[config.mk]
export PLATFORM = sky130hd
export DESIGN_NAME = load_store_unit
export DESIGN_NICKNAME = d
export VERILOG_FILES = /design/src/rtl/load_store_unit.sv
export SDC_FILE = /design/constraint.sdc
export NUM_CORES = 1
export LEC_CHECK = 0
export ABC_CLOCK_PERIOD_IN_PS = 1970
export CORE_ASPECT_RATIO = 0.9
export CORE_UTILIZATION = 55
export CTS_CLUSTER_SIZE = 20
export DETAILED_ROUTE_END_ITERATION = 10
export DONT_BUFFER_PORTS = 1
export PLACE_DENSITY = 0.75
export SLEW_MARGIN = 15
export SYNTH_ARGS = -nofsm -noshare
export SYNTH_HDL_FRONTEND = slang
export SYNTH_SLANG_ARGS = --single-unit
[constraint.sdc]
create_clock -name clk -period 1.97 [get_ports clk]
set_input_delay 0.197 -clock clk [delete_from_list [all_inputs] [get_ports clk]]
set_output_delay 0.197 -clock clk [all_outputs]
set_load 0.03 [all_outputs]
[src/rtl/load_store_unit.sv]
// rtl/load_store_unit.sv - bridges core load/store requests onto a handshaked word-wide data bus
module load_store_unit #(
  parameter int TIMEOUT = 16,
  parameter int ADDR_W  = 32
) (
  input  logic              clk,
  input  logic              rst,
  input  logic              req_valid,
  input  logic              req_we,
  input  logic [2:0]        req_funct3,
  input  logic [ADDR_W-1:0] req_addr,
  input  logic [31:0]       req_wdata,
  output logic              stall,
  output logic [31:0]       rdata,
  output logic              misaligned,
  output logic              bus_err,
  output logic              bus_valid,
  output logic              bus_we,
  output logic [ADDR_W-1:0] bus_addr,
  output logic [31:0]       bus_wdata,
  output logic [3:0]        bus_wstrb,
  input  logic              bus_ready,
  input  logic [31:0]       bus_rdata
);

  localparam int CNT_W = (TIMEOUT > 1) ? $clog2(TIMEOUT) : 1;
  localparam logic [CNT_W-1:0] CNT_LAST = CNT_W'(TIMEOUT - 1);

  typedef enum logic [1:0] {
    S_IDLE = 2'd0,
    S_BUS  = 2'd1,
    S_DONE = 2'd2
  } state_t;

  state_t            r_state;
  logic [CNT_W-1:0]  r_cnt;
  logic [1:0]        r_lane;
  logic [2:0]        r_funct3;
  logic              r_we;
  logic [31:0]       r_rdata;
  logic              r_misaligned;
  logic              r_bus_err;
  logic              r_bus_valid;
  logic              r_bus_we;
  logic [ADDR_W-1:0] r_bus_addr;
  logic [31:0]       r_bus_wdata;
  logic [3:0]        r_bus_wstrb;

  logic              w_legal_f3;
  logic              w_aligned;
  logic              w_req_ok;
  logic [3:0]        w_wstrb;
  logic [31:0]       w_wdata;
  logic [7:0]        w_byte;
  logic [15:0]       w_half;
  logic [31:0]       w_load;

  always_comb begin
    w_legal_f3 = 1'b0;
    if (req_we) begin
      case (req_funct3)
        3'b000, 3'b001, 3'b010: w_legal_f3 = 1'b1;
        default:                w_legal_f3 = 1'b0;
      endcase
    end else begin
      case (req_funct3)
        3'b000, 3'b001, 3'b010, 3'b100, 3'b101: w_legal_f3 = 1'b1;
        default:                                w_legal_f3 = 1'b0;
      endcase
    end
  end

  always_comb begin
    w_aligned = 1'b0;
    case (req_funct3[1:0])
      2'b00:   w_aligned = 1'b1;
      2'b01:   w_aligned = ~req_addr[0];
      2'b10:   w_aligned = (req_addr[1:0] == 2'b00);
      default: w_aligned = 1'b0;
    endcase
  end

  assign w_req_ok = w_legal_f3 && w_aligned;

  // Store data is replicated across lanes so the slave only has to honour the strobes.
  always_comb begin
    w_wstrb = 4'b0000;
    w_wdata = 32'd0;
    if (req_we) begin
      case (req_funct3[1:0])
        2'b00: begin
          w_wstrb = 4'b0001 << req_addr[1:0];
          w_wdata = {4{req_wdata[7:0]}};
        end
        2'b01: begin
          w_wstrb = 4'b0011 << req_addr[1:0];
          w_wdata = {2{req_wdata[15:0]}};
        end
        default: begin
          w_wstrb = 4'b1111;
          w_wdata = req_wdata;
        end
      endcase
    end
  end

  assign w_byte = bus_rdata[{r_lane, 3'b000} +: 8];
  assign w_half = r_lane[1] ? bus_rdata[31:16] : bus_rdata[15:0];

  always_comb begin
    w_load = 32'd0;
    case (r_funct3)
      3'b000:  w_load = {{24{w_byte[7]}}, w_byte};
      3'b001:  w_load = {{16{w_half[15]}}, w_half};
      3'b010:  w_load = bus_rdata;
      3'b100:  w_load = {24'd0, w_byte};
      3'b101:  w_load = {16'd0, w_half};
      default: w_load = 32'd0;
    endcase
  end

  always_ff @(posedge clk or negedge rst) begin
    if (!rst) begin
      r_state      <= S_IDLE;
      r_cnt        <= '0;
      r_lane       <= 2'b00;
      r_funct3     <= 3'b000;
      r_we         <= 1'b0;
      r_rdata      <= 32'd0;
      r_misaligned <= 1'b0;
      r_bus_err    <= 1'b0;
      r_bus_valid  <= 1'b0;
      r_bus_we     <= 1'b0;
      r_bus_addr   <= '0;
      r_bus_wdata  <= 32'd0;
      r_bus_wstrb  <= 4'b0000;
    end else begin
      r_misaligned <= 1'b0;
      r_bus_err    <= 1'b0;
      case (r_state)
        S_IDLE: begin
          r_cnt <= '0;
          if (req_valid) begin
            if (w_req_ok) begin
              r_bus_valid <= 1'b1;
              r_bus_we    <= req_we;
              r_bus_addr  <= {req_addr[ADDR_W-1:2], 2'b00};
              r_bus_wdata <= w_wdata;
              r_bus_wstrb <= w_wstrb;
              r_lane      <= req_addr[1:0];
              r_funct3    <= req_funct3;
              r_we        <= req_we;
              r_state     <= S_BUS;
            end else begin
              r_misaligned <= 1'b1;
              r_rdata      <= 32'd0;
              r_state      <= S_DONE;
            end
          end
        end
        S_BUS: begin
          // A transfer completing on the last allowed cycle takes priority over the timeout.
          if (bus_ready) begin
            r_rdata     <= r_we ? 32'd0 : w_load;
            r_bus_valid <= 1'b0;
            r_bus_we    <= 1'b0;
            r_bus_wstrb <= 4'b0000;
            r_state     <= S_DONE;
          end else if (r_cnt == CNT_LAST) begin
            r_rdata     <= 32'd0;
            r_bus_err   <= 1'b1;
            r_bus_valid <= 1'b0;
            r_bus_we    <= 1'b0;
            r_bus_wstrb <= 4'b0000;
            r_state     <= S_DONE;
          end else begin
            r_cnt <= r_cnt + CNT_W'(1);
          end
        end
        S_DONE: begin
          r_state <= S_IDLE;
        end
        default: begin
          r_state <= S_IDLE;
        end
      endcase
    end
  end

  assign stall      = rst && ((r_state == S_BUS) || ((r_state == S_IDLE) && req_valid));
  assign rdata      = r_rdata;
  assign misaligned = r_misaligned;
  assign bus_err    = r_bus_err;
  assign bus_valid  = r_bus_valid;
  assign bus_we     = r_bus_we;
  assign bus_addr   = r_bus_addr;
  assign bus_wdata  = r_bus_wdata;
  assign bus_wstrb  = r_bus_wstrb;

endmodule

==> results of run 1 <==
==> routing by layer <==
metal | GRT usage (%) | share of wire (%) | up-vias
met5 | 0 | 0 | -
met2 | 48.9 | 49 | 234
met1 | 36.6 | 40 | 2108
met3 | 9.78 | 8.2 | 44
met4 | 14.9 | 3.0 | 0
li1 | - | - | 1809
==> flip-flops by register name, summed over array words and instances, names as in the netlist <==
| signal | count |
|---|---|
| r_state | 2 |
| bus_addr | 30 |
| bus_wstrb | 4 |
| misaligned | 1 |
| bus_err | 1 |
| bus_we | 1 |
| r_cnt | 4 |
| r_we | 1 |
| r_funct3 | 3 |
| bus_valid | 1 |
| bus_wdata | 32 |
| rdata | 32 |
| r_lane | 2 |
==> power groups by stage <==
stage	combinational, uW	clock [uW]	sequential [uW]
global route	1840	3180	4620
global placement	1370	0	4540
detailed placement	1450	0	4550
floorplan	1240	0	4360
CTS	1620	3060	4530
finish	1700	3040	4540
==> cell families (layout without fill, tap and decap cells) <==
family | after synthesis | after routing | synth area share [%]
muxes | 68 | 68 | 14.2
and+or+nand+nor | 75 | 75 | 7.55
other | 1 | 2 | 0.0725
DFF | 114 | 114 | 55.1
buffers and inverters | 37 | 144 | 3.58
adders and majority gates | 1 | 1 | 0.242
AOI/OAI and AO/OA | 143 | 143 | 19.2
==> layout by cell type, fill, tap and decap left out, types with 3 or more instances in the layout <==
master and count:
dfrtp_1 113, dlygate4sd3_1 91, mux2_2 44, nand2_1 33, a21oi_1 33, mux2i_1 24
o2bb2ai_1 23, o21ai_1 18, o21ai_0 16, clkbuf_16 16, nor2_1 15, buf_4 13
a22oi_1 11, a22o_1 10, a21o_1 9, a222oi_1 7, inv_1 6, nand3_1 5
nor3b_2 4, clkinvlp_4 4, bufinv_16 3
==> Yosys cell counts (all sizes together), types with 2 or more instances <==
cell type / number
dfrtp: 114
nor3b: 6
nand2: 33
nor3: 2
o21ba: 2
a222oi: 7
a21o: 9
nand2b: 3
nor2b: 2
a22o: 10
o21ai: 35
a22oi: 11
a21boi: 2
mux2i: 24
o21bai: 3
buf: 22
nor2: 16
nand3: 5
o2bb2ai: 23
or2: 2
clkbuf: 9
mux2: 44
a32o: 2
nor4: 2
inv: 6
a21oi: 33
==> worst paths after layout <==
kind | depth (start not counted) | slack, ns | endpoint
setup / recovery | 4 | 0.13 | rdata[22]
hold / removal | 0 | -0.61 | bus_wdata[16]
min in group clk | 4 | 0.02 | bus_wdata[30]
hold reg to reg | 2 | 0.48 | r_we
setup reg to reg | 4 | 0.13 | rdata[22]
max in group asynchronous | 0 | 2.41 | bus_wdata[12]
==> through the flow <==
stage          setup WS (ns)  total power [uW]
3_3_place_gp           0.244              5910
6_report               0.134              9290
4_1_cts                0.147              9210
2_1_floorplan          0.391              5600
3_5_place_dp           0.147              6000
5_1_grt               0.0193              9650
==> repair_timing <==
| action | CTS | global route |
|---|---|---|
| resized for setup | 0 | 3 |
| endpoints found under the hold margin | 212 | 114 |
| endpoints found under the setup margin | 0 | 8 |
==> area by class of cell <==
| type | count | share of cell area (%) |
|---|---|---|
| Sequential cell | 114 | 41.8 |
| Multi-Input combinational cell | 289 | 31.6 |
| Timing Repair Buffer | 106 | 15.4 |
| Clock buffer | 20 | 6.38 |
| Clock inverter | 12 | 2.29 |
| Tap cell | 122 | 2.24 |
| Inverter | 6 | 0.330 |
==> flow_metrics.tcl, run 1 <==
set metrics [dict create \
    run_status "complete, but fails checks" \
    failed_checks "negative hold slack" \
    reported_leakage_power_uw 0.00305 \
    drtAntennaViolNets 0 \
    tightestPinTransition_ns 0.667 \
    clkSinkCount 114 \
    post_dp_cell_area_um2 5290 \
    startpoint_of_the_most_critical_setup_path "r_funct3[1]" \
    tritoncts "yes" \
    synth_warnings 0 \
    pin_count_of_the_biggest_net_entering_global_routing 116 \
    cts.reportedPaths.clkPinSlew_ns 0.06 \
    drcViolationCount 0 \
    p_int_uw 5760 \
    crit_path_buffers_inverters 0 \
    synthesis.area_um2 5170 \
    timing.max_slew.rel_slack_pct 55.6 \
    worst-setup-path-type "reg2reg" \
    share_clk_of_total_power_pct 32.8 \
    post_cts_hold_buffer_count 92 \
    cp_cell_sequence "nor3_1, a22o_1, a21oi_1, o2bb2ai_1" \
    power_density_nw_per_um2 1360 \
    instances_no_fill 669 \
    final_hpwl_from_detailed_placement_um 8290 \
    post-cts-setup-buffer-count 0 \
    grt_pass1_wl_um 22600 \
    path_max_fanout 16 \
    number_of_drc_markers_in_iteration_0 322 \
    p_sw_share_pct 38.0 \
    worstSetupEndpointType "flop" \
    worst_skew_pair.late_latency_ns 0.49 \
    final_core_util_pct 74.8 \
    hold_viol 114 \
    setup_viol 0 \
    post-synth-top-area-cell "dfrtp_1" \
    floorplan.rows 33 \
    skew_ns 0.00824 \
    dpl.cell_count 545 \
    worst_hold_path_type "in2async" \
    antennaDiodeCount 0 \
    netlist_instances 439 \
    crit_path_top_delay_cell "a22o_1" \
    yosysUniqueCellTypes 49 \
    dieHeight_um 94.0 \
    syn2layout_area_growth_pct 31.9 \
    whs_ns -0.608 \
    gp_routability_congestion 0.829 \
    power.share.combinational_pct 18.3 \
    worstPathRequired_ns 2.37 \
    power.net_switching_uw 3520 \
    antenna_found_initial 0 \
    rsz0062_at_grt "false" \
    grt_pass1_vias 4292 \
    placeableCoreArea_um2 9130 \
    ys_seq_area_share_pct 55.1 \
    yosys-top-cells-area "dfrtp_1 55%, mux2_2 9.6%, mux2i_1 4.6%, o2bb2ai_1 3.9%, a21oi_1 3.2%" \
    timing.max_cap.violations 0 \
    setup-tns-final_ns 0 \
    critPathArrivalTime_ns 2.24 \
    cts-htree-levels 4 \
    post_drt_via_cell_ratio 6.27 \
    crit_path_start_kind "flop" \
    total_global_routing_track_utilization_pct 30.2 \
    timing.final.max_slew_violations 0 \
    floorplan.die_area_um2 9800 \
    layout_min_cycle_time_ns 1.84 \
    clk_buf_depth 2 \
    period_utilisation_layout_pct 93.2 \
    final-seq-area_um2 2850 \
    power.sequential.fraction_pct 48.9 \
    wl_per_cell_um 21.6 \
    crit_path_max_incr_delay_ns 0.61 \
    fillCellCount 605 \
    async_flop_share_pct 100 \
    synth-edff-count 0 \
    critical-path-top-delay-family "compound AO/OA/AOI/OAI gates" \
    starting_density_of_the_core_pct 56.7 \
    synth_ff_type "dfrtp_1" \
    drive_above_1_share_pct 19.4 \
    ys_ff_latch 114 \
    globalRouteOverflowTotal 0 \
    clock_tree.root_cell "clkbuf_8" \
    netlist.area_leader.share_pct 55.1 \
    vias 4195 \
    postSynthAreaPerCell_um2 11.8 \
    achievable-frequency_mhz 545 \
    die_width_um 104 \
    crit-reg2reg-launch "r_funct3[1]" \
    drtPass1Iterations 7 \
    multi_input_comb_area_um2 2160 \
    detail_route.wirelength_um 14500 \
    net_total_in_the_final_layout 639 \
    top_level_ports 209 \
    cts_inserted_buffers 17 \
    vdd.ir_drop.worst_v 0.000900 \
    numPortBuffers 0 \
    post_route_cell_area_um2 6830 \
]
No activity file was read; power rests on OpenSTA's default activity.
==> run 2, diff against run 1 <==
--- a/config.mk
+++ b/config.mk
@@ -8,6 +8,7 @@
 export ABC_CLOCK_PERIOD_IN_PS = 1970
 export CORE_ASPECT_RATIO = 0.9
 export CORE_UTILIZATION = 55
+export CTS_BUF_LIST = sky130_fd_sc_hd__clkbuf_4
 export CTS_CLUSTER_SIZE = 20
 export DETAILED_ROUTE_END_ITERATION = 10
 export DONT_BUFFER_PORTS = 1
==> flow_metrics.tcl, run 2 (synthesis results as in run 1) <==
set metrics [dict create \
    grt_pass1_wl_um 22900 \
    highest_layer "met4" \
    instances_no_fill 684 \
    wirelength_met1_um 5680 \
    worst_skew_pair.late_latency_ns 0.53 \
    share_clk_of_total_power_pct 22.7 \
    final_core_util_pct 73.3 \
    failed_checks "negative hold slack" \
    vdd.ir_drop.worst_v 0.000817 \
    worst-setup-path-type "in2reg" \
    pin_count_of_the_biggest_net_entering_global_routing 116 \
    antenna_found_initial 0 \
    starting_density_of_the_core_pct 56.7 \
    setup_viol 0 \
    cts_inserted_buffers 17 \
    dpl.cell_count 545 \
    numPortBuffers 0 \
    critPathArrivalTime_ns 2.33 \
    whs_ns -0.650 \
    wl_per_cell_um 21.5 \
    power_density_nw_per_um2 1220 \
    wl_met3_um 1260 \
    final_hpwl_from_detailed_placement_um 8290 \
    timing.final.max_slew_violations 0 \
    clock_tree.root_cell "clkbuf_4" \
    period_utilisation_layout_pct 97.6 \
    gp_routability_congestion 0.829 \
    clk_buf_depth 2 \
    skew_ns 0.0203 \
    tightestPinTransition_ns 0.689 \
    die_width_um 104 \
    power.net_switching_uw 3410 \
    drcViolationCount 0 \
    floorplan.rows 33 \
    drtPass1Iterations 6 \
    reported_leakage_power_uw 0.00298 \
    placeableCoreArea_um2 9130 \
    drive_above_1_share_pct 18.9 \
    final_common_cell "dfrtp_1" \
    timing.max_slew.rel_slack_pct 53.9 \
    p_int_uw 4720 \
    detail_route.wirelength_um 14700 \
    final-seq-area_um2 2850 \
    run_status "complete, but fails checks" \
    worst_hold_path_type "in2async" \
    timing.max_cap.violations 0 \
    p_sw_share_pct 41.9 \
    globalRouteOverflowTotal 0 \
    path_max_fanout 11 \
    power.sequential.fraction_pct 55.8 \
    drtAntennaViolNets 0 \
    dr_wl_met2_um 7110 \
    net_total_in_the_final_layout 654 \
    total_global_routing_track_utilization_pct 30.7 \
    rsz0062_at_grt "false" \
    antennaDiodeCount 0 \
    worstPathRequired_ns 2.38 \
    syn2layout_area_growth_pct 29.2 \
    cts-htree-levels 4 \
    fillCellCount 612 \
    post_drt_via_cell_ratio 6.30 \
    post-cts-setup-buffer-count 0 \
    hold_viol 114 \
    layout_min_cycle_time_ns 1.92 \
    vias 4308 \
    dieHeight_um 94.0 \
    top_level_ports 209 \
    achievable-frequency_mhz 520 \
    crit_path_start_kind "input pin" \
    multi_input_comb_area_um2 2160 \
    mostFrequentLayoutCells "114 x dfrtp_1, 106 x dlygate4sd3_1, 44 x mux2_2" \
    grt_pass1_vias 4401 \
    worstSetupEndpointType "flop" \
    floorplan.die_area_um2 9800 \
    number_of_drc_markers_in_iteration_0 341 \
    power.share.combinational_pct 21.4 \
    post_cts_hold_buffer_count 107 \
    clkSinkCount 114 \
    cts.reportedPaths.clkPinSlew_ns 0.12 \
    setup-tns-final_ns 0 \
    tritoncts "yes" \
]
-- run 2: worst max-delay path, stage by stage --
cell           delay, ns
dlygate4sd3_1       0.98
mux2i_1             0.31
nor2_1              0.08
a21oi_1             0.12
dlygate4sd3_1       0.58
o21ai_1             0.06
-- run 2: what timing repair did --
action | in CTS | in global routing
gates resized for setup | 0 | 2
setup endpoints to repair | 0 | 5
hold endpoints to repair | 220 | 114
-- run 2: power groups by stage --
stage	clock network, uW	logic [uW]	registers [uW]
4_1_cts	1860	1660	4520
6_report	1850	1740	4540
2_1_floorplan	0	1240	4360
3_5_place_dp	0	1450	4550
5_1_grt	1980	1900	4610
3_3_place_gp	0	1370	4540
-- run 2: through the flow --
step / total power, uW / setup slack, ns / area, um2
2_1_floorplan: 5600 / 0.391 / 5180
3_3_place_gp: 5910 / 0.244 / 5290
3_5_place_dp: 6000 / 0.147 / 5290
4_1_cts: 8040 / 0.146 / 6680
5_1_grt: 8490 / 0.00227 / 6690
6_report: 8130 / 0.0471 / 6690
-- run 2: final cells by class --
cell class,count,share of cell area (%)
Clock buffer,19,2.13
Clock inverter,13,2.40
Inverter,6,0.337
Multi-Input combinational cell,289,32.2
Sequential cell,114,42.7
Tap cell,122,2.28
Timing Repair Buffer,121,17.9
-- run 2: layer usage --
layer	GRT usage, %	vias up
met5	0	-
met4	16.1	0
met3	9.78	75
met2	49.9	292
met1	36.9	2101
li1	-	1840
-- run 2: worst paths after layout --
path | start | end | slack, ns | cells after the start
max in group asynchronous | rst | rdata[8] | 2.43 | 0
min in group clk | req_addr[0] | misaligned | 0.05 | 3
hold reg to reg | r_we | r_we | 0.49 | 2
hold / removal | rst | rdata[6] | -0.65 | 0
setup / recovery | req_funct3[0] | bus_wdata[29] | 0.05 | 6
setup reg to reg | r_lane[1] | rdata[21] | 0.12 | 4
